**config.mk**
```make
export PLATFORM = sky130hd
export DESIGN_NAME = branch_resolve_queue_flat
export DESIGN_NICKNAME = d
export VERILOG_FILES = /design/src/rtl/branch_resolve_queue_if.sv /design/src/rtl/branch_resolve_queue.sv /design/src/flat_wrapper.sv
export SDC_FILE = /design/constraint.sdc
export NUM_CORES = 1
export LEC_CHECK = 0
export BUFFER_PORTS_ARGS = -buffer_cell sky130_fd_sc_hd__buf_2
export CAP_MARGIN = 15
export CORE_MARGIN = 2
export CORE_UTILIZATION = 36
export CTS_CLUSTER_DIAMETER = 120
export DETAILED_ROUTE_END_ITERATION = 16
export GPL_ROUTABILITY_DRIVEN = 0
export PLACE_DENSITY = 0.58
export SETUP_SLACK_MARGIN = 0.15
export SYNTH_ARGS = -nofsm -noshare
export SYNTH_HDL_FRONTEND = slang
export SYNTH_SLANG_ARGS = --single-unit
```
**constraint.sdc**
```tcl
create_clock -name clk -period 12.15 [get_ports clk]
set_clock_uncertainty 0.1 [all_clocks]
set_input_delay 2.43 -clock clk [delete_from_list [all_inputs] [get_ports clk]]
set_output_delay 2.43 -clock clk [all_outputs]
set_load 0.01 [all_outputs]
```
**src/rtl/branch_resolve_queue_if.sv**
```systemverilog
// branch_resolve_queue_if: fetch prediction, EX resolve and predictor-update signals of the branch resolve queue.
interface branch_resolve_queue_if #(
  parameter int QUEUE_DEPTH = 4,
  parameter int ADDR_WIDTH  = 32,
  parameter int GHR_WIDTH   = 8
);
  localparam int CW = $clog2(QUEUE_DEPTH) + 1;
  logic                  Pred_Valid;
  logic                  Pred_Taken;
  logic [ADDR_WIDTH-1:0] Pred_PC;
  logic [ADDR_WIDTH-1:0] Pred_Target;
  logic [GHR_WIDTH-1:0]  Pred_GHR;
  logic                  Resolve_Valid;
  logic                  Resolve_Taken;
  logic [ADDR_WIDTH-1:0] Resolve_Target;
  logic                  Queue_Full;
  logic                  Stall_IF;
  logic                  Br_Dectected;
  logic                  Br_Comp_Result;
  logic                  BHB_Update_En;
  logic [GHR_WIDTH-1:0]  BHB_Update_Idx;
  logic                  Mispredict;
  logic [ADDR_WIDTH-1:0] Redirect_PC;
  logic [CW-1:0]         Queue_Count;
  logic                  Resolve_Err;
  modport master (
    output Pred_Valid, Pred_Taken, Pred_PC, Pred_Target, Pred_GHR,
    output Resolve_Valid, Resolve_Taken, Resolve_Target,
    input  Queue_Full, Stall_IF, Br_Dectected, Br_Comp_Result, BHB_Update_En,
    input  BHB_Update_Idx, Mispredict, Redirect_PC, Queue_Count, Resolve_Err
  );
  modport slave (
    input  Pred_Valid, Pred_Taken, Pred_PC, Pred_Target, Pred_GHR,
    input  Resolve_Valid, Resolve_Taken, Resolve_Target,
    output Queue_Full, Stall_IF, Br_Dectected, Br_Comp_Result, BHB_Update_En,
    output BHB_Update_Idx, Mispredict, Redirect_PC, Queue_Count, Resolve_Err
  );
endinterface

```
**src/rtl/branch_resolve_queue.sv**
```systemverilog
// branch_resolve_queue: in-order queue of fetch predictions checked against EX outcomes, driving predictor update and mispredict redirect.
module branch_resolve_queue #(
  parameter int QUEUE_DEPTH    = 4,
  parameter int ADDR_WIDTH     = 32,
  parameter int GHR_WIDTH      = 8,
  parameter int RECOVER_CYCLES = 2
) (
  input logic clk,
  input logic rst_n,
  branch_resolve_queue_if.slave bus
);
  localparam int PW = $clog2(QUEUE_DEPTH);
  localparam int CW = PW + 1;
  localparam int RW = $clog2(RECOVER_CYCLES + 1);
  typedef enum logic {RUN, RECOVER} state_t;
  state_t state_q, state_d;
  logic [RW-1:0] rcnt_q, rcnt_d;
  logic [PW-1:0] rd_q, rd_d, wr_q, wr_d;
  logic [CW-1:0] count_q, count_d;
  logic                  ent_taken_q [QUEUE_DEPTH];
  logic [ADDR_WIDTH-1:0] ent_pc_q    [QUEUE_DEPTH];
  logic [ADDR_WIDTH-1:0] ent_tgt_q   [QUEUE_DEPTH];
  logic [GHR_WIDTH-1:0]  ent_ghr_q   [QUEUE_DEPTH];
  logic full, pop, push, mis;
  logic [ADDR_WIDTH-1:0] redir;
  logic det_q, res_q, mis_q, err_q;
  logic [GHR_WIDTH-1:0] idx_q;
  logic [ADDR_WIDTH-1:0] redir_q;
  always_comb begin
    full    = count_q == CW'(QUEUE_DEPTH);
    pop     = bus.Resolve_Valid && count_q != '0;
    mis     = pop && (ent_taken_q[rd_q] != bus.Resolve_Taken ||
              (bus.Resolve_Taken && ent_tgt_q[rd_q] != bus.Resolve_Target));
    push    = state_q == RUN && bus.Pred_Valid && (!full || pop) && !mis;
    rd_d    = rd_q + PW'(pop);
    // a mispredict discards every younger entry, so the write side snaps back to the new head
    wr_d    = mis ? rd_d : wr_q + PW'(push);
    count_d = mis ? '0 : count_q + CW'(push) - CW'(pop);
    redir   = bus.Resolve_Taken ? bus.Resolve_Target : ent_pc_q[rd_q] + ADDR_WIDTH'(4);
  end
  always_comb begin
    state_d = state_q;
    rcnt_d  = rcnt_q;
    if (state_q == RUN) begin
      if (mis) begin
        state_d = RECOVER;
        rcnt_d  = RW'(RECOVER_CYCLES);
      end
    end else begin
      rcnt_d = rcnt_q - 1'b1;
      if (rcnt_q == RW'(1)) state_d = RUN;
    end
  end
  always_ff @(posedge clk or negedge rst_n) begin
    if (!rst_n) begin
      state_q <= RUN;
      rcnt_q  <= '0;
      rd_q    <= '0;
      wr_q    <= '0;
      count_q <= '0;
      det_q   <= 1'b0;
      res_q   <= 1'b0;
      mis_q   <= 1'b0;
      err_q   <= 1'b0;
      idx_q   <= '0;
      redir_q <= '0;
    end else begin
      state_q <= state_d;
      rcnt_q  <= rcnt_d;
      rd_q    <= rd_d;
      wr_q    <= wr_d;
      count_q <= count_d;
      det_q   <= pop;
      res_q   <= pop && bus.Resolve_Taken;
      mis_q   <= mis;
      err_q   <= err_q || (bus.Resolve_Valid && count_q == '0);
      idx_q   <= pop ? ent_ghr_q[rd_q] : '0;
      redir_q <= mis ? redir : '0;
    end
  end
  always_ff @(posedge clk) begin
    if (push) begin
      ent_taken_q[wr_q] <= bus.Pred_Taken;
      ent_pc_q[wr_q]    <= bus.Pred_PC;
      ent_tgt_q[wr_q]   <= bus.Pred_Target;
      ent_ghr_q[wr_q]   <= bus.Pred_GHR;
    end
  end
  assign bus.Queue_Full     = full;
  assign bus.Stall_IF       = full || state_q == RECOVER;
  assign bus.Br_Dectected   = det_q;
  assign bus.Br_Comp_Result = res_q;
  assign bus.BHB_Update_En  = det_q;
  assign bus.BHB_Update_Idx = idx_q;
  assign bus.Mispredict     = mis_q;
  assign bus.Redirect_PC    = redir_q;
  assign bus.Queue_Count    = count_q;
  assign bus.Resolve_Err    = err_q;
endmodule

```
**src/flat_wrapper.sv**
```systemverilog
// flat-port wrapper written by rule: the top's interface ports become plain ports
module branch_resolve_queue_flat 
#(
  parameter int QUEUE_DEPTH    = 4,
  parameter int ADDR_WIDTH     = 32,
  parameter int GHR_WIDTH      = 8,
  parameter int RECOVER_CYCLES = 2
)
  (clk, rst_n, bus_Pred_Valid, bus_Pred_Taken, bus_Pred_PC, bus_Pred_Target, bus_Pred_GHR, bus_Resolve_Valid, bus_Resolve_Taken, bus_Resolve_Target, bus_Queue_Full, bus_Stall_IF, bus_Br_Dectected, bus_Br_Comp_Result, bus_BHB_Update_En, bus_BHB_Update_Idx, bus_Mispredict, bus_Redirect_PC, bus_Queue_Count, bus_Resolve_Err);
  branch_resolve_queue_if #(.QUEUE_DEPTH(QUEUE_DEPTH), .ADDR_WIDTH(ADDR_WIDTH), .GHR_WIDTH(GHR_WIDTH)) bus_i ();
  input logic clk;
  input logic rst_n;
  input wire logic [$bits(bus_i.Pred_Valid)-1:0] bus_Pred_Valid;
  input wire logic [$bits(bus_i.Pred_Taken)-1:0] bus_Pred_Taken;
  input wire logic [$bits(bus_i.Pred_PC)-1:0] bus_Pred_PC;
  input wire logic [$bits(bus_i.Pred_Target)-1:0] bus_Pred_Target;
  input wire logic [$bits(bus_i.Pred_GHR)-1:0] bus_Pred_GHR;
  input wire logic [$bits(bus_i.Resolve_Valid)-1:0] bus_Resolve_Valid;
  input wire logic [$bits(bus_i.Resolve_Taken)-1:0] bus_Resolve_Taken;
  input wire logic [$bits(bus_i.Resolve_Target)-1:0] bus_Resolve_Target;
  output wire logic [$bits(bus_i.Queue_Full)-1:0] bus_Queue_Full;
  output wire logic [$bits(bus_i.Stall_IF)-1:0] bus_Stall_IF;
  output wire logic [$bits(bus_i.Br_Dectected)-1:0] bus_Br_Dectected;
  output wire logic [$bits(bus_i.Br_Comp_Result)-1:0] bus_Br_Comp_Result;
  output wire logic [$bits(bus_i.BHB_Update_En)-1:0] bus_BHB_Update_En;
  output wire logic [$bits(bus_i.BHB_Update_Idx)-1:0] bus_BHB_Update_Idx;
  output wire logic [$bits(bus_i.Mispredict)-1:0] bus_Mispredict;
  output wire logic [$bits(bus_i.Redirect_PC)-1:0] bus_Redirect_PC;
  output wire logic [$bits(bus_i.Queue_Count)-1:0] bus_Queue_Count;
  output wire logic [$bits(bus_i.Resolve_Err)-1:0] bus_Resolve_Err;
  assign bus_i.Pred_Valid = bus_Pred_Valid;
  assign bus_i.Pred_Taken = bus_Pred_Taken;
  assign bus_i.Pred_PC = bus_Pred_PC;
  assign bus_i.Pred_Target = bus_Pred_Target;
  assign bus_i.Pred_GHR = bus_Pred_GHR;
  assign bus_i.Resolve_Valid = bus_Resolve_Valid;
  assign bus_i.Resolve_Taken = bus_Resolve_Taken;
  assign bus_i.Resolve_Target = bus_Resolve_Target;
  assign bus_Queue_Full = bus_i.Queue_Full;
  assign bus_Stall_IF = bus_i.Stall_IF;
  assign bus_Br_Dectected = bus_i.Br_Dectected;
  assign bus_Br_Comp_Result = bus_i.Br_Comp_Result;
  assign bus_BHB_Update_En = bus_i.BHB_Update_En;
  assign bus_BHB_Update_Idx = bus_i.BHB_Update_Idx;
  assign bus_Mispredict = bus_i.Mispredict;
  assign bus_Redirect_PC = bus_i.Redirect_PC;
  assign bus_Queue_Count = bus_i.Queue_Count;
  assign bus_Resolve_Err = bus_i.Resolve_Err;
  branch_resolve_queue #(.QUEUE_DEPTH(QUEUE_DEPTH), .ADDR_WIDTH(ADDR_WIDTH), .GHR_WIDTH(GHR_WIDTH), .RECOVER_CYCLES(RECOVER_CYCLES)) u_core (.clk(clk), .rst_n(rst_n), .bus(bus_i));
endmodule
```
; Word-level counts from Yosys, hierarchy flattened
; Memory sizes are Yosys's and may differ from the RTL's.
; Index checks and enable logic that the tools add are counted.
[classes]
n_addsub = 6
n_eq_ne = 4
n_mux = 12
n_bitwise = 1
n_reduce_logical = 17
[op_table]
columns = operator, count
row1 = 2-to-1 mux 32 bit, 2
row2 = adder 32 x 3 -> 32 bit (second input constant), 1
row3 = != test 32 bit, 1
row4 = logical AND 1 bit, 8
row5 = 2-to-1 mux 8 bit, 1
row6 = 2-to-1 mux 2 bit, 3
row7 = 2-to-1 mux 1 bit, 5
row8 = adder 2 x 1 -> 2 bit, 2
row9 = logical OR 1 bit, 4
row10 = adder 3 x 1 -> 3 bit, 1
row11 = equality test 3 bit (second input constant), 1
row12 = zero test 3 bit, 1
row13 = 2-to-1 mux 3 bit, 1
row14 = nonzero test 3 bit, 1
row15 = subtractor 3 x 1 -> 3 bit, 1
row16 = equality test 2 x 1 -> 1 bit (second input constant), 1
row17 = zero test 1 bit, 2
row18 = nonzero test 2 bit, 1
row19 = subtractor 2 x 1 -> 2 bit (second input constant), 1
row20 = != test 1 bit, 1
row21 = inverter 1 bit, 1
[word_totals]
reg_bits = 54
ram_bits = 292
out_inout_bits = 50
elab_cells = 55
memories = 4
[memory_table]
columns = name, words, width, rd, rd_ports_with_merged_regs, wr, line
row1 = u_core.ent_pc_q, 4, 32, 1, 0, 1, branch_resolve_queue.sv:21  ; logic [ADDR_WIDTH-1:0] ent_pc_q [QUEUE_DEPTH];
row2 = u_core.ent_tgt_q, 4, 32, 1, 0, 1, branch_resolve_queue.sv:22  ; logic [ADDR_WIDTH-1:0] ent_tgt_q [QUEUE_DEPTH];
row3 = u_core.ent_ghr_q, 4, 8, 1, 0, 1, branch_resolve_queue.sv:23  ; logic [GHR_WIDTH-1:0] ent_ghr_q [QUEUE_DEPTH];
row4 = u_core.ent_taken_q, 4, 1, 1, 0, 1, branch_resolve_queue.sv:20  ; logic ent_taken_q [QUEUE_DEPTH];

; Depth between registers and ports, before layout
; Gate-level depths: netlist (run 1).
; An unclocked memory read counts as a cell.
[logic_depth]
depth_word = 10
depth_mapped = 17
mapped_depth_nobuf = 13

; Worst setup path before layout (run 1)
; No wires, ideal clock.
[synth_timing]
path_kind = input-to-reg
from = input bus_Resolve_Target[14]
to = memory u_core.ent_ghr_q[1][0] (enable)
arrival_time_ns = 11.136
slack_ns = 0.204
path_stages = 7
cell_sequence = inv_1 -> o22ai_1 -> a311o_1 -> a2111o_1 -> nor4_4 -> a311oi_4 -> nor4b_1
[synth_via]
elab_chain_cells = 8
[synth_lines]
columns = element, line
row1 = start: declaration, flat_wrapper.sv:20  ; input wire logic [$bits(bus_i.Resolve_Target)-1:0] bus_Resolve_Target;
row2 = != test 32 bit, branch_resolve_queue.sv:33  ; (bus.Resolve_Taken && ent_tgt_q[rd_q] != bus.Resolve_Target));
row3 = logical AND 1 bit, branch_resolve_queue.sv:33
row4 = logical OR 1 bit, branch_resolve_queue.sv:32  ; mis = pop && (ent_taken_q[rd_q] != bus.Resolve_Taken ||
row5 = logical AND 1 bit, branch_resolve_queue.sv:32
row6 = zero test 1 bit, branch_resolve_queue.sv:34  ; push = state_q == RUN && bus.Pred_Valid && (!full || pop) && !mis;
row7 = logical AND 1 bit, branch_resolve_queue.sv:34
row8 = 2-to-1 mux 1 bit, branch_resolve_queue.sv:82  ; if (push) begin
row9 = 2-to-1 mux 1 bit (not written as such), branch_resolve_queue.sv:86  ; ent_ghr_q[wr_q] <= bus.Pred_GHR;
row10 = end: declaration, branch_resolve_queue.sv:23
; Every way passes these cells.

; Worst setup path after layout (run 1)
[layout_timing]
from = input bus_Resolve_Taken
to = memory u_core.ent_tgt_q[1][13] (enable)
[layout_via]
elab_chain_cells = 7
elab_cells_between_ends = 8
[layout_lines]
columns = element, line
row1 = start: declaration, flat_wrapper.sv:19  ; input wire logic [$bits(bus_i.Resolve_Taken)-1:0] bus_Resolve_Taken;
row2 = != test 1 bit or logical AND 1 bit (tied branches), "branch_resolve_queue.sv:32, branch_resolve_queue.sv:33"
row3 = logical OR 1 bit (*), branch_resolve_queue.sv:32
row4 = logical AND 1 bit (*), branch_resolve_queue.sv:32
row5 = zero test 1 bit (*), branch_resolve_queue.sv:34
row6 = logical AND 1 bit (*), branch_resolve_queue.sv:34
row7 = 2-to-1 mux 1 bit (*), branch_resolve_queue.sv:82
row8 = 2-to-1 mux 1 bit (not written as such) (*), branch_resolve_queue.sv:85  ; ent_tgt_q[wr_q] <= bus.Pred_Target;
row9 = end: declaration, branch_resolve_queue.sv:22
; Every way passes the cells marked *; elsewhere a longest branch is shown, timed or not.

==> results of run 1 <==
-- worst register-to-register path: cells and delay by family (launching register included) --
family | cells | cell delay (ps)
simple gates | 2 | 890
mux | 1 | 640
compound gates | 2 | 270
flops | 1 | 950
buf+inv | 3 | 1580
xor+xnor | 1 | 260
-- report_power, final --
part           internal [mW]  switching (mW)  total [mW]
sequential              1.48           0.123        1.60
clock                  0.774           0.443        1.22
combinational          0.455           0.535       0.990
total                   2.71            1.10        3.81
-- flip-flops by register name, indices dropped and copies added, names as in the netlist, 2 cells and up --
register,flops
u_core.bus.Queue_Count,3
u_core.rd_q,2
u_core.ent_taken_q,4
u_core.ent_pc_q,128
u_core.ent_tgt_q,128
u_core.ent_ghr_q,32
u_core.rcnt_q,2
u_core.bus.Redirect_PC,32
u_core.bus.BHB_Update_Idx,8
u_core.wr_q,2
-- cell families (layout without fill, tap and decap cells) --
logic type               after synthesis  in the layout
AO/OA/AOI/OAI                         62             62
other                                  0              6
buffers and inverters                 46            257
flip-flops                           346            346
XOR/XNOR                              56             56
adder cells (fa/ha/maj)                7              7
AND/OR/NAND/NOR                      144            144
multiplexers                          98             98
-- per-layer routing --
layer  vias to the layer above  GRT usage [%]  share of wire [%]
met5                         -              0              0.071
met4                         4          3.228                1.4
met3                        39          3.442                6.2
met2                       212          25.15                 46
met1                      3801          23.32                 46
li1                       3346              -                  -
-- final timing paths --
path                            depth (start not counted)                          to  slack, ps
worst max-delay path                                    9     u_core.ent_tgt_q[1][13]       6900
min in group asynchronous                               2  u_core.bus.Redirect_PC[25]       1970
worst min-delay path                                    1      u_core.bus.Resolve_Err        360
max in group asynchronous                               2              u_core.rd_q[1]       9420
worst min register to register                          1      u_core.bus.Resolve_Err        360
worst max register to register                          9     u_core.ent_tgt_q[1][13]       7050
-- layout make-up --
type | count | area share (%)
flip-flops and latches | 346 | 60.55
multi-input cells | 367 | 21.67
clock buffers | 50 | 6.441
repair buffers | 172 | 5.341
well taps | 518 | 3.875
clock inverters | 19 | 1.676
inverters | 16 | 0.3591
diodes | 6 | 0.08977
-- placed cells by master (no fill, tap or decap), drive strengths merged, types with 12 or more instances in the layout --
master,Yosys,routed
edfxtp,292,292
buf,22,172
mux4,62,62
dfrtp,54,54
clkbuf,8,50
nand2,37,37
xnor2,34,34
mux2i,31,31
and2,25,25
xor2,22,22
o21ai,19,19
nor2,19,19
inv,15,17
nand4,15,15
nand2b,14,14
o211a,12,12
-- per-stage QoR --
stage	hold slack, ps	cells
final	356.1	1494
after global routing	402.0	1489
after CTS	357.4	1488
after detailed placement	344.6	1419
after global placement	339.2	1419
after floorplan	372.9	759
==> results.md, run 1 <==
- Post-synth ARST share: ~16%
- Slew Viols, Final: 0
- Grt ovf: 0
- Worst Tran Pin Value: 1041 ps
- Mux share of post-synthesis cell area: 12.61%
- Register area share after synthesis: between 70% and 80%
- Routed vias/inst: 4.954
- Overall Global Routing Usage: 16.08%
- DIE AREA: 0.04043 mm²
- Hold buffers post-CTS: 0
- Most numerous cell in the Yosys netlist: edfxtp_1
- Vias after detailed routing: 7,402
- Synth Cell Area: 0.01398 mm²
- Post-layout util: 43.48%
- Post-route DRC: 0
- Final instance area: 0.01673 mm²
- Hold Crit Start: u_core.bus.Resolve_Err
- Max-Cap Viols: 0
- Highest-delay cell along the critical path: buf_4
- Fin worst setup slack: roughly 6900 ps
- Cts bufs inserted: 38
- Complex-gate fraction of the synthesized area: 3.383%
- Synth top area cells: edfxtp_1, mux4_2, dfrtp_1
- Worst vdd ir: 0.0001091 V
- Max clock buf depth: 3
- First-pass GRT wire length: 48,040 µm
- Critical path peak fanout: 62
- Simple logic cell fraction of the synthesized area: ~5.6%
- Top post-synthesis cells by count: edfxtp_1, mux4_2, dfrtp_1, nand2_1, xnor2_1
- Critical Path RT: between 10,000 and 15,000 ps
- Nature of the critical path startpoint: input pin
- Sequential cell area: between 0.01 and 0.015 mm²
- Starting DRT DRC Count: 536
- RSZ-0062 raised after global routing: no
- Fraction of layout cells with a size suffix above 1: about a third
- Die width: 201.1 µm
- Area of the multi-input gates: 0.003625 mm²
- Ys Warns: 0
- Worst-path cell chain: buf_2 -> buf_4 -> o311a_1 -> o2111ai_1 -> nor4_4 -> a311oi_4 -> buf_4 -> nor4b_2 -> buf_4
- Cell Rows: between 70 and 80
- Worst-Skew Late Latency: 510 ps
- Post-CTS sizing: 0
- CP startpoint: bus_Resolve_Taken
- Core Region: between 0.03 and 0.04 mm²
- DP Area: about 0.015 mm²
- Fillers: 3,427
- Antenna violations before repair: 6
- Run status: finished, final reports clean
- Yosys reg bits: 346
- Post-Syn Instances: 759
- Netlist cell types: 52
- Area Overhead vs Synth: 19.63%
- Most frequent CP cell: buf_4
- R2R Path Start: u_core.rd_q[0]
- Yosys top cell area share: between 60 and 70%
- Io pins: 160
- Total negative slack: 0 ps
- Tcrit/Tclk final: 43.20%
- Arr. time, crit path: roughly 5300 ps
- Xor/xnor share of the synthesized area: 3.508%
- Syn_nets: 876
- Initial Util: 36.35%
- Final hold violations: 0
- Post-Synth Adder-Cell Area: 0.6802%
- Total power: 3.810 mW
- CTS tree: yes
- Fin crit period: about 5200 ps
- Die H: 201.1 µm
- Final setup fails: 0
- Worst-path clk slew: 50 ps
- HPWL Detailed: 22,100 µm
- Max incr delay on CP: 590 ps
- I/O Buffers: 159
- Final wirelength: 32,580 µm
- Synth Area per Inst: approximately 18 µm²
- Nets: roughly 1,100
- H-tree Lvls: 2
- Detail Route Antenna Nets: 0
- Main synth FF type: edfxtp_1
- CP delay by family, top: buffers and inverters
- CP Capture Type: flip-flop
- # Post-CTS Setup Buffers: 0
- Kind of critical path: in2reg
- Cell Pwr Density: 227.8 mW/mm²
- DRT Pass-1 Iters: 4
- Worst min path class: reg2reg
- EDFF count, synth: 292
- Fmax: 0.1905 GHz
- Largest net degree at the start of global routing: between 60 and 70
- Worst slack at placement: about 6400 ps
- Drt wl/cell: about 22 µm
- Vias in the first global route: 7,498
- Yosys top cell by area: edfxtp_1
- Critical path buffers and inverters: 4
- Largest family of logic cells by synthesized area: multiplexers
- CTS Sinks: around 350
- Relative slew slack: between 30 and 40%
- Clock root buffer: clkbuf_16
- LEAKAGE: 6.154 nW
Power figures use the tool's default switching activity.
==> run 2, diff against run 1 <==
Settings changed: PLACE_DENSITY 0.58 to 0.6.
Clock period 12.15 ns to 4.5 ns, I/O delays scaled along.
==> run 2 against run 1 <==
  * Sequential share of layout area increased by 0.086 points
  * Total power increased to 2.6 times the previous value
  * Flip-flop and latch count unchanged
  * Via count increased by 0.42%
  * Core utilization decreased by 0.062 points
  * Highest routed layer unchanged
==> results.md, run 2 (synthesis gave the netlist of run 1 again) <==
- Run status: finished, final reports clean (unchanged)
- Highest-delay cell along the critical path: dfrtp_4 (was buf_4)
- Worst Tran Pin Value: 803.9 ps (was 1041 ps)
- Most frequent CP cell: buf_4 (unchanged)
- DIE AREA: 0.04043 mm² (unchanged)
- CTS tree: yes (unchanged)
- Fmax: roughly 0.25 GHz
- First-pass GRT wire length: 50,430 µm (was 48,040 µm)
- Core Region: 0.03847 mm² (unchanged)
- CP Capture Type: flip-flop (unchanged)
- Post-CTS sizing: 0 (unchanged)
- Worst-path cell chain: buf_4 -> clkinv_1 -> mux2_2 -> o2bb2ai_1 -> a2111o_1 -> nor4_4 -> a311oi_4 -> buf_4 -> nor4b_4 -> buf_4 (was buf_2 -> buf_4 -> o311a_1 -> o2111ai_1 -> nor4_4 -> a311oi_4 -> buf_4 -> nor4b_2 -> buf_4)
- Hold buffers post-CTS: 0 (unchanged)
- Overall Global Routing Usage: 16.94% (was 16.08%)
- Drt wl/cell: 22.65 µm (was 21.81 µm)
- Grt ovf: 0 (unchanged)
- Fin crit period: 3974 ps
- Critical Path RT: 4570 ps (was 12,190 ps)
- CTS Sinks: 346 (unchanged)
- Initial Util: 36.35% (unchanged)
- Final hold violations: 0 (unchanged)
- Cells after DPL: 1,431 (was 1,419)
- Max incr delay on CP: 640 ps (was 590 ps)
- Biggest registers after layout: u_core.ent_pc_q x128, u_core.ent_tgt_q x128 (unchanged)
- Vias after detailed routing: 7,433 (was 7,402)
- H-tree Lvls: 2 (unchanged)
- DP Area: 0.01554 mm² (was 0.01535 mm²)
- Clock root buffer: clkbuf_16 (unchanged)
- Detail Route Antenna Nets: 0 (unchanged)
- Cell Rows: 72 (unchanged)
- Most frequent cells in the layout: edfxtp_1, buf_2, mux4_2 (unchanged)
- DRT Pass-1 Iters: 5 (was 4)
- Critical path peak fanout: 24 (was 62)
- Post-route DRC: 0 (unchanged)
- Area Overhead vs Synth: 19.47% (was 19.63%)
- Final instance area: 0.01670 mm² (was 0.01673 mm²)
- # Post-CTS Setup Buffers: 0 (unchanged)
- Cell Pwr Density: 599.3 mW/mm² (was 227.8 mW/mm²)
- Routed vias/inst: 4.965 (was 4.954)
- Commonest non-fill, non-tap cell in the layout: edfxtp_1 (unchanged)
- Nets: 1,068 (was 1,058)
- Worst-Skew Late Latency: 520 ps (was 510 ps)
- Cts bufs inserted: 36 (was 38)
- Max-Cap Viols: 0 (unchanged)
- Worst min path class: in2async (was reg2reg)
- LEAKAGE: 6.139 nW (was 6.154 nW)
- Die width: 201.1 µm (unchanged)
- Nature of the critical path startpoint: flip-flop (was input pin)
- Starting DRT DRC Count: 804 (was 536)
- Worst vdd ir: 0.0002215 V (was 0.0001091 V)
- Die H: 201.1 µm (unchanged)
- Slew Viols, Final: 0 (unchanged)
- Post-layout util: 43.42% (was 43.48%)
- Arr. time, crit path: 4050 ps (was 5290 ps)
- RSZ-0062 raised after global routing: no (unchanged)
- Io pins: 160 (unchanged)
- Max clock buf depth: 3 (unchanged)
- Final setup fails: 0 (unchanged)
- Final std cells w/o fill: 1,497 (was 1,494)
- Final wirelength: 33,900 µm (was 32,580 µm)
- Kind of critical path: reg2reg (was in2reg)
- Fraction of layout cells with a size suffix above 1: 32.45% (was 32.06%)
- Vias in the first global route: 7,654 (was 7,498)
- HPWL Detailed: 23,370 µm (was 22,100 µm)
- Worst-path clk slew: 60 ps (was 50 ps)
- Relative slew slack: 46.00% (was 30.05%)
- Antenna violations before repair: 5 (was 6)
- Tcrit/Tclk final: 88.30%
- Largest net degree at the start of global routing: 62 (was 63)
- I/O Buffers: 159 (unchanged)
run 2: changes by cell type in the layout (fill, tap and decap cells not counted), moves of 2 or more:
cell	before	now
buf_4	13	20
nor4b_4	0	2
clkbuf_16	39	37
diode_2	6	2
nor4b_2	2	0
buf_12	0	5
clkinvlp_4	1	3
bufinv_16	7	2
run 2: layer usage:
| metal | share of wire, % | track usage [%] | routed length, µm |
|---|---|---|---|
| met1 | 46 | 24.16 | 15560 |
| met2 | 46 | 26.04 | 15510 |
| met3 | 6.2 | 4.058 | 2095 |
| met4 | 2.1 | 4.683 | 697 |
| met5 | 0.12 | 0 | 40 |
run 2: worst max-delay path, delay by kind of cell, from the launching register on:
family	cells	cell delay [ps]
buffers and inverters	4	1220
AND/OR/NAND/NOR	2	590
AO/OA/AOI/OAI	3	710
multiplexers	1	340
flip-flops	1	640
run 2: area by class of cell:
class,instances,area [µm²]
Antenna cell,2,5.005
Sequential cell,346,10130
Inverter,16,60.06
Clock buffer,49,1031
Timing Repair Buffer,184,1046
Clock inverter,15,130.1
Fill cell,3413,21760
Tap cell,518,648.1
Multi-Input combinational cell,367,3655
run 2: path summary, 6_finish.rpt:
| kind | from | end | slack [ps] | cells past startpoint |
|---|---|---|---|---|
| max | u_core.rd_q[0] | u_core.ent_pc_q[1][22] | 530 | 10 |
| min | rst_n | u_core.bus.BHB_Update_Idx[4] | 210 | 1 |
| max reg2reg | u_core.rd_q[0] | u_core.ent_pc_q[1][22] | 530 | 10 |
| min reg2reg | u_core.bus.Resolve_Err | u_core.bus.Resolve_Err | 350 | 1 |
| max in group asynchronous | rst_n | u_core.rd_q[1] | 3260 | 2 |
| min in group clk | u_core.bus.Resolve_Err | u_core.bus.Resolve_Err | 350 | 1 |
run 2: power breakdown:
part,internal [mW],leakage [nW],switching [mW],total (mW)
logic,1.31,2.23,1.56,2.86
clock network,1.72,0.569,1.18,2.89
registers,3.99,3.34,0.259,4.25
total,7.02,6.14,2.99,10.0
run 2: metrics by stage:
stage / setup WS [ps] / setup TNS [ps] / hold WS (ps) / total power [mW]
floorplan: -813.4 / -176590 / 372.9 / 6.315
global placement: 572.2 / 0 / 337.1 / 7.206
detailed placement: 483.9 / 0 / 341.6 / 7.221
CTS: 468.7 / 0 / 206.3 / 10.14
global route: 270.7 / 0 / 223.0 / 10.51
finish: 526.5 / 0 / 214.9 / 10.01
==> run 3, diff against run 2 <==
Settings changed: MAX_ROUTING_LAYER from default to met4.
==> run 3 against run 2 <==
  * First-iteration DRC count decreased by 7.2%
  * Critical path type unchanged
  * Largest power group unchanged
  * Clock power about the same
  * Total power is essentially flat
  * Highest routed layer is now met4
==> results.md, run 3 (synthesis gave the netlist of run 1 again) <==
- Max-Cap Viols: 0 (unchanged)
- Worst-path clk slew: 60 ps (about the same)
- CP delay by family, top: buffers and inverters (unchanged)
- Run status: finished, final reports clean (unchanged)
- Overall Global Routing Usage: 17.46% (was 16.94%)
- Vias in the first global route: 7,634 (was 7,654)
- Nets: 1,068 (unchanged)
- Worst Tran Pin Value: 764.3 ps (was 803.9 ps)
- Worst slack at placement: 483.9 ps (unchanged)
- Worst min path class: in2async (unchanged)
- Total negative slack: 0 ps (unchanged)
- H-tree Lvls: 2 (unchanged)
- Fin crit period: 3996 ps (was 3974 ps)
- Io pins: 160 (unchanged)
- Largest net degree at the start of global routing: 62 (unchanged)
- HPWL Detailed: 23,370 µm (unchanged)
- Grt ovf: 0 (unchanged)
- Fmax: 0.2503 GHz (was 0.2517 GHz)
- Starting DRT DRC Count: 746 (was 804)
- Area of the multi-input gates: 0.003655 mm² (unchanged)
- Fillers: 3,415 (was 3,413)
- Biggest registers after layout: u_core.ent_pc_q x128, u_core.ent_tgt_q x128 (unchanged)
- Routed vias/inst: 4.935 (was 4.965)
- LEAKAGE: 6.139 nW (unchanged)
- Critical path buffers and inverters: 4 (unchanged)
- Final wirelength: 33,850 µm (was 33,900 µm)
- Slew Viols, Final: 0 (unchanged)
- Antenna violations before repair: 2 (was 5)
- Arr. time, crit path: 4070 ps (was 4050 ps)
- Post-CTS sizing: 0 (unchanged)
- RSZ-0062 raised after global routing: no (unchanged)
- First-pass GRT wire length: 50,420 µm (was 50,430 µm)
- DRT Pass-1 Iters: 5 (unchanged)
- CTS tree: yes (unchanged)
- Worst-path cell chain: buf_4 -> clkinv_1 -> mux2_2 -> o2bb2ai_1 -> a2111o_1 -> nor4_4 -> a311oi_4 -> buf_4 -> nor4b_4 -> buf_4 (unchanged)
- Hold buffers post-CTS: 0 (unchanged)
- Kind of critical path: reg2reg (unchanged)
- Most frequent CP cell: buf_4 (unchanged)
- Max incr delay on CP: 640 ps (about the same)
- Post-layout util: 43.42% (unchanged)
- CP Capture Type: flip-flop (unchanged)
- Area Overhead vs Synth: 19.47% (unchanged)
- Max clock buf depth: 3 (unchanged)
- Worst vdd ir: 0.0002202 V (was 0.0002215 V)
- Met1 Routed Length: 15,510 µm (was 15,560 µm)
- Tcrit/Tclk final: 88.80% (was 88.30%)
- I/O Buffers: 159 (unchanged)
- Die width: 201.1 µm (unchanged)
- Worst-Skew Late Latency: 520 ps (about the same)
- Vias after detailed routing: 7,387 (was 7,433)
- Fraction of layout cells with a size suffix above 1: 32.45% (unchanged)
- Drt wl/cell: 22.61 µm (was 22.65 µm)
- Cts bufs inserted: 36 (unchanged)
- Critical Path RT: 4570 ps (about the same)
- CTS Sinks: 346 (unchanged)
- Cells after DPL: 1,431 (unchanged)
- Detail Route Antenna Nets: 0 (unchanged)
- Final setup fails: 0 (unchanged)
- Final std cells w/o fill: 1,497 (unchanged)
- Final hold violations: 0 (unchanged)
- Worst hold margin: 211.6 ps (was 214.9 ps)
- Commonest non-fill, non-tap cell in the layout: edfxtp_1 (unchanged)
- Highest-delay cell along the critical path: dfrtp_4 (unchanged)
- Most frequent cells in the layout: edfxtp_1, buf_2, mux4_2 (unchanged)
- Initial Util: 36.35% (unchanged)
- Post-route DRC: 0 (unchanged)
- Clock root buffer: clkbuf_16 (unchanged)
- Met2 routed WL: 15,480 µm (was 15,510 µm)
- Cell Pwr Density: 599.6 mW/mm² (was 599.3 mW/mm²)
- Cell Rows: 72 (unchanged)
- DIE AREA: 0.04043 mm² (unchanged)
- Nature of the critical path startpoint: flip-flop (unchanged)
- Fin worst setup slack: 504.1 ps (was 526.5 ps)
- Sequential cell area: 0.01013 mm² (unchanged)
- Critical path peak fanout: 24 (unchanged)
- # Post-CTS Setup Buffers: 0 (unchanged)
- Relative slew slack: 48.65% (was 46.00%)
- Met3 wire length: 2156 µm (was 2095 µm)
- Die H: 201.1 µm (unchanged)
- Topmost layer with routed signal wires: met4 (was met5)
- Core Region: 0.03847 mm² (unchanged)
==> run 3: cell counts in the layout (fill, tap and decap cells not counted) <==
Identical to the previous run, type by type.
==> run 3: cell type report <==
class	instances	share of cell area (%)
Tap cell	518	3.880
Clock inverter	15	0.7791
Multi-Input combinational cell	367	21.88
Antenna cell	2	0.02996
Inverter	16	0.3596
Timing Repair Buffer	184	6.263
Clock buffer	49	6.173
Sequential cell	346	60.63
==> run 3: final timing paths <==
kind	start	to	slack [ps]	depth (start not counted)
max in group asynchronous	rst_n	u_core.rd_q[1]	3270	2
worst max-delay path	u_core.rd_q[0]	u_core.ent_pc_q[1][22]	500	10
min in group clk	u_core.bus.Resolve_Err	u_core.bus.Resolve_Err	350	1
worst min-delay path	rst_n	u_core.bus.BHB_Update_Idx[3]	210	1
worst max register to register	u_core.rd_q[0]	u_core.ent_pc_q[1][22]	500	10
worst min register to register	u_core.bus.Resolve_Err	u_core.bus.Resolve_Err	350	1
==> run 3: per-stage QoR <==
| stage | power [mW] | cell area (µm²) |
|---|---|---|
| CTS | 10.14 | 16700 |
| global placement | 7.206 | 15540 |
| floorplan | 6.315 | 14030 |
| finish | 10.01 | 16700 |
| detailed placement | 7.221 | 15540 |
| global route | 10.51 | 16700 |
==> run 3: metal layers <==
metal | global-route usage (%) | up-vias
li1 | - | 3353
met1 | 24.18 | 3777
met2 | 26.05 | 211
met3 | 4.010 | 46
met4 | 4.683 | 0
met5 | - | -
==> run 3: where the power goes <==
group          switching, mW  internal (mW)  total (mW)
clock                   1.18           1.72        2.90
sequential             0.259           3.99        4.25
combinational           1.55           1.31        2.86
